[src/rtl/cdc_tx_arbiter.sv]
// Round-robin arbiter sharing the source side of a 4-phase req/ack CDC channel.
// Ports: clk, rst (sync, active-high); src_valid/src_data/src_ready per
// requester; req_l/ack_l/data_l to the CDC; grant_id, busy, err status.
// Optional ack watchdog: define CDC_ARB_TIMEOUT_EN (limit TO_CYCLES).
module cdc_tx_arbiter #(
    parameter int N_REQ     = 4,
    parameter int DATA_W    = 16,
    parameter int TO_CYCLES = 255
) (
    input  logic                      clk,
    input  logic                      rst,
    input  logic [N_REQ-1:0]          src_valid,
    input  logic [N_REQ*DATA_W-1:0]   src_data,
    output logic [N_REQ-1:0]          src_ready,
    output logic                      req_l,
    input  logic                      ack_l,
    output logic [DATA_W-1:0]         data_l,
    output logic [$clog2(N_REQ)-1:0]  grant_id,
    output logic                      busy,
    output logic                      err
);

    localparam int IW = $clog2(N_REQ);

    typedef enum logic [1:0] {
        IDLE,
        REQ,
        REL
    } state_t;

    state_t            state, state_n;
    logic              req_n;
    logic [DATA_W-1:0] data_n;
    logic [IW-1:0]     gid_n;
    logic [IW-1:0]     rr_ptr, ptr_n;

    logic              found;
    logic [IW-1:0]     win;
    logic [DATA_W-1:0] win_data;

`ifdef CDC_ARB_TIMEOUT_EN
    localparam int CW = ($clog2(TO_CYCLES + 1) > 8) ? $clog2(TO_CYCLES + 1) : 8;
    logic [CW-1:0] cnt, cnt_n;
    logic          err_q, err_n;
    assign err = err_q;
`else
    assign err = 1'b0;
`endif

    // First pass finds the lowest valid overall (wrap-around candidate);
    // second pass overrides it with the lowest valid at/after rr_ptr.
    always_comb begin
        found    = 1'b0;
        win      = '0;
        win_data = '0;
        for (int i = N_REQ - 1; i >= 0; i--) begin
            if (src_valid[i]) begin
                win   = IW'(i);
                found = 1'b1;
            end
        end
        for (int i = N_REQ - 1; i >= 0; i--) begin
            if (src_valid[i] && (IW'(i) >= rr_ptr)) begin
                win = IW'(i);
            end
        end
        for (int i = 0; i < N_REQ; i++) begin
            if (IW'(i) == win) begin
                win_data = src_data[i*DATA_W +: DATA_W];
            end
        end
    end

    always_comb begin
        state_n   = state;
        req_n     = req_l;
        data_n    = data_l;
        gid_n     = grant_id;
        ptr_n     = rr_ptr;
        src_ready = '0;
`ifdef CDC_ARB_TIMEOUT_EN
        cnt_n     = cnt;
        err_n     = err_q;
`endif
        unique case (state)
            IDLE: begin
                // A high ack here means the CDC has not finished the previous
                // handshake; granting now would corrupt the 4-phase sequence.
                if (!rst && !ack_l && found) begin
                    src_ready[win] = 1'b1;
                    data_n         = win_data;
                    gid_n          = win;
                    ptr_n          = (win == IW'(N_REQ - 1)) ? '0 : win + IW'(1);
                    req_n          = 1'b1;
                    state_n        = REQ;
`ifdef CDC_ARB_TIMEOUT_EN
                    cnt_n          = '0;
`endif
                end
            end
            REQ: begin
                if (ack_l) begin
                    req_n   = 1'b0;
                    state_n = REL;
                end
`ifdef CDC_ARB_TIMEOUT_EN
                else if (cnt == CW'(TO_CYCLES - 1)) begin
                    req_n   = 1'b0;
                    state_n = REL;
                    err_n   = 1'b1;
                end else begin
                    cnt_n = cnt + CW'(1);
                end
`endif
            end
            REL: begin
                if (!ack_l) begin
                    state_n = IDLE;
                end
            end
            default: begin
                state_n = IDLE;
                req_n   = 1'b0;
            end
        endcase
    end

    always_ff @(posedge clk) begin
        if (rst) begin
            state    <= IDLE;
            req_l    <= 1'b0;
            data_l   <= '0;
            grant_id <= '0;
            rr_ptr   <= '0;
`ifdef CDC_ARB_TIMEOUT_EN
            cnt      <= '0;
            err_q    <= 1'b0;
`endif
        end else begin
            state    <= state_n;
            req_l    <= req_n;
            data_l   <= data_n;
            grant_id <= gid_n;
            rr_ptr   <= ptr_n;
`ifdef CDC_ARB_TIMEOUT_EN
            cnt      <= cnt_n;
            err_q    <= err_n;
`endif
        end
    end

    assign busy = (state != IDLE);

endmodule

[config.mk]
export PLATFORM = sky130hd
export DESIGN_NAME = cdc_tx_arbiter
export DESIGN_NICKNAME = d
export VERILOG_FILES = /design/src/rtl/cdc_tx_arbiter.sv
export SDC_FILE = /design/constraint.sdc
export NUM_CORES = 1
export LEC_CHECK = 0
export ABC_AREA = 1
export CAP_MARGIN = 20
export CORE_UTILIZATION = 35
export DETAILED_ROUTE_END_ITERATION = 10
export PLACE_DENSITY = 0.77
export SLEW_MARGIN = 20
export SYNTH_ARGS = -nofsm -noshare
export SYNTH_HDL_FRONTEND = slang
export SYNTH_SLANG_ARGS = --single-unit
[constraint.sdc]
create_clock -name clk -period 1.89 [get_ports clk]
set_input_delay 0.189 -clock clk [delete_from_list [all_inputs] [get_ports clk]]
set_output_delay 0.189 -clock clk [all_outputs]
set_load 0.05 [all_outputs]
==> results.cfg <==
[outcome]
status = completed

[drt]
final_antenna_net_count = 0
routed_wl_um = 5710
routed_via_density = 4.86
drc = 0
num_vias = 2125
wl_per_cell_um = 13.1
drtIter0Drc = 161
first_pass_iters = 4

[clock_tree]
clockRootBuffer = clkbuf_8
path_clk_slew_ns = 0.08
h-tree-depth = 1
clockBufferDepth = 2
clkSinkCount = 23
cts_buffers = 3
cts_tree = yes
clk_latency_ns = 0.25

[synthesis]
synth_area_leaders = dfxtp_1, nand2_1, nor2_1
synth_top_cell_by_area = dfxtp_1
syn-cell-area_mm2 = 0.00170
yosys_warnings = 0
synth_cell_types = 22
yosys_register_bits = 23
synthCells = 281
syn_nets = 356
syn_area_per_cell_um2 = 6.04
synth_top_cell_area_share = 0.271
seq_area_frac_synth = 0.271

[timing]
slew_headroom = 0.660
finalSetupViolCount = 0
hold_violations = 0
fmax_mhz = 535
period_share = 0.988
fin_skew_ns = 0.00232
slew_violations = 0
worst_pin_slew_ns = 0.509
period_minus_slack_ns = 1.87
rsz0062_at_grt = yes
fin_setup_tns_ns = 0

[floorplan]
die_x_um = 71.6
num_rows = 24
dieArea_mm2 = 0.00513
core_area_mm2 = 0.00450
io_pins = 96
start_util = 0.377
die_h_um = 71.6

[global_route]
grt_start_max_net_pins = 23
antenna_found_initial = 0
grt_pass1_vias = 1917
grt.overflow.total = 0
grt_pass1_wl_um = 8670
track_usage = 0.210

[power]
irDropWorstVdd_uv = 295
swShare = 0.376
seqPwrFrac = 0.309
p_leak_nw = 1.34
p_comb_frac = 0.518
clockPowerShare = 0.173
p_sw_mw = 0.658
powerDensity_mw_per_mm2 = 570
p_int_mw = 1.09

[min_path]
hold_class = reg -> reg
min_path_cells = 2

[setup_path]
arrival_ns = 1.68
rr_worst_depth = 14
critPathCaptureType = output port
worstPathMaxFanout = 8
cp.required_ns = 1.70
crit_type = reg -> out
cp-start-kind = register

[finish]
area_delta_synth_final_pct = 80.9
layout-drive-gt1-share = 0.226
n_antenna_cell = 0
final_nets = 461
fin_util = 0.681

[place]
portBuffers = 94
place_congestion = 0.827
dp_hpwl_um = 4280

[run]
max-cap-violations = 0
==> kinds of logic after synthesis <==
family	share of synthesized area
compound gates	0.143
flops	0.271
simple gates	0.452
buf+inv	0.102
other cells	0.00221
fa+ha+maj	0.0295
==> worst max-delay path, cell delays in order (launching register included) <==
cell	delay (ns)
dfxtp_4	0.37
or2_4	0.26
nand2_4	0.08
nand2_4	0.07
inv_4	0.07
ha_4	0.13
buf_12	0.13
inv_12	0.04
nor2_4	0.12
buf_12	0.15
==> routing by layer <==
| metal | GRT usage | vias to the layer above | part of all wire |
|---|---|---|---|
| li1 | - | 1087 | - |
| met1 | 0.286 | 947 | 0.44 |
| met2 | 0.358 | 77 | 0.50 |
| met3 | 0.00844 | 14 | 0.034 |
| met5 | 0 | - | 0 |
| met4 | 0.0675 | 0 | 0.027 |
==> power groups by stage <==
| stage | sequential, mW | clock [mW] | combinational (mW) |
|---|---|---|---|
| 2_1_floorplan | 0.637 | 0 | 0.374 |
| 3_3_place_gp | 0.549 | 0 | 0.806 |
| 3_5_place_dp | 0.549 | 0 | 0.815 |
| 4_1_cts | 0.539 | 0.306 | 0.845 |
| 5_1_grt | 0.545 | 0.329 | 0.975 |
| 6_report | 0.541 | 0.302 | 0.907 |
==> repair_timing <==
action                                 CTS  global route
buffers inserted                         1             8
endpoints found under the hold margin    0             0
hold buffers                             0             0
setup endpoints to repair               20            18
resized for setup                       22            23
pin swaps                                2            13
==> Yosys cell counts <==
master,count
a21oi_1,21
a21oi_2,13
buf_2,10
buf_4,4
buf_6,3
clkbuf_1,1
clkinv_1,1
conb_1,1
dfxtp_1,23
ha_1,4
inv_1,8
inv_2,4
inv_4,1
nand2_1,111
nand2_4,2
nand3_1,22
nor2_1,35
nor2_2,11
nor2_4,1
o21ai_0,3
o41ai_1,1
or2_2,1
==> worst paths after layout <==
check	slack [ns]	startpoint	to
worst max register to register	0.09	rr_ptr[1]	data_l[13]
worst max-delay path	0.02	rr_ptr[1]	src_ready[1]
worst min register to register	0.47	grant_id[0]	grant_id[0]
worst min-delay path	0.47	grant_id[0]	grant_id[0]
==> layout by cell type (no fill, tap or decap), drive strengths merged, types with 3 or more instances in the layout <==
master	instances
nand2	113
clkdlybuf4s50	86
nor2	47
a21oi	34
buf	28
dfxtp	23
nand3	22
inv	14
ha	4
clkbuf	4
o21ai	3
dlygate4sd2	3
==> cell type report <==
class	instances	area (µm²)
multi-input combinational	226	1190
tap	52	65.1
inverter	14	75.1
timing repair buffer	118	1230
sequential	23	468
fill	385	1440
clock buffer	4	45.0
==> through the flow <==
stage,cell area (µm²),total power [mW],cells,setup WS (ns),hold slack [ns]
4_1_cts,2950,1.69,430,-0.00608,0.468
3_5_place_dp,2840,1.36,425,-0.361,0.455
6_report,3070,1.75,437,0.0223,0.465
3_3_place_gp,2840,1.35,425,-0.309,0.452
5_1_grt,3070,1.85,437,-0.0320,0.482
2_1_floorplan,1720,1.01,281,-0.0750,0.278
==> registers in the layout, summed over array words and instances, names as in the netlist <==
signal and flops:
req_l 1, rr_ptr 2, grant_id 2, data_l 16, state 2
No activity file was read; power rests on OpenSTA's default activity.
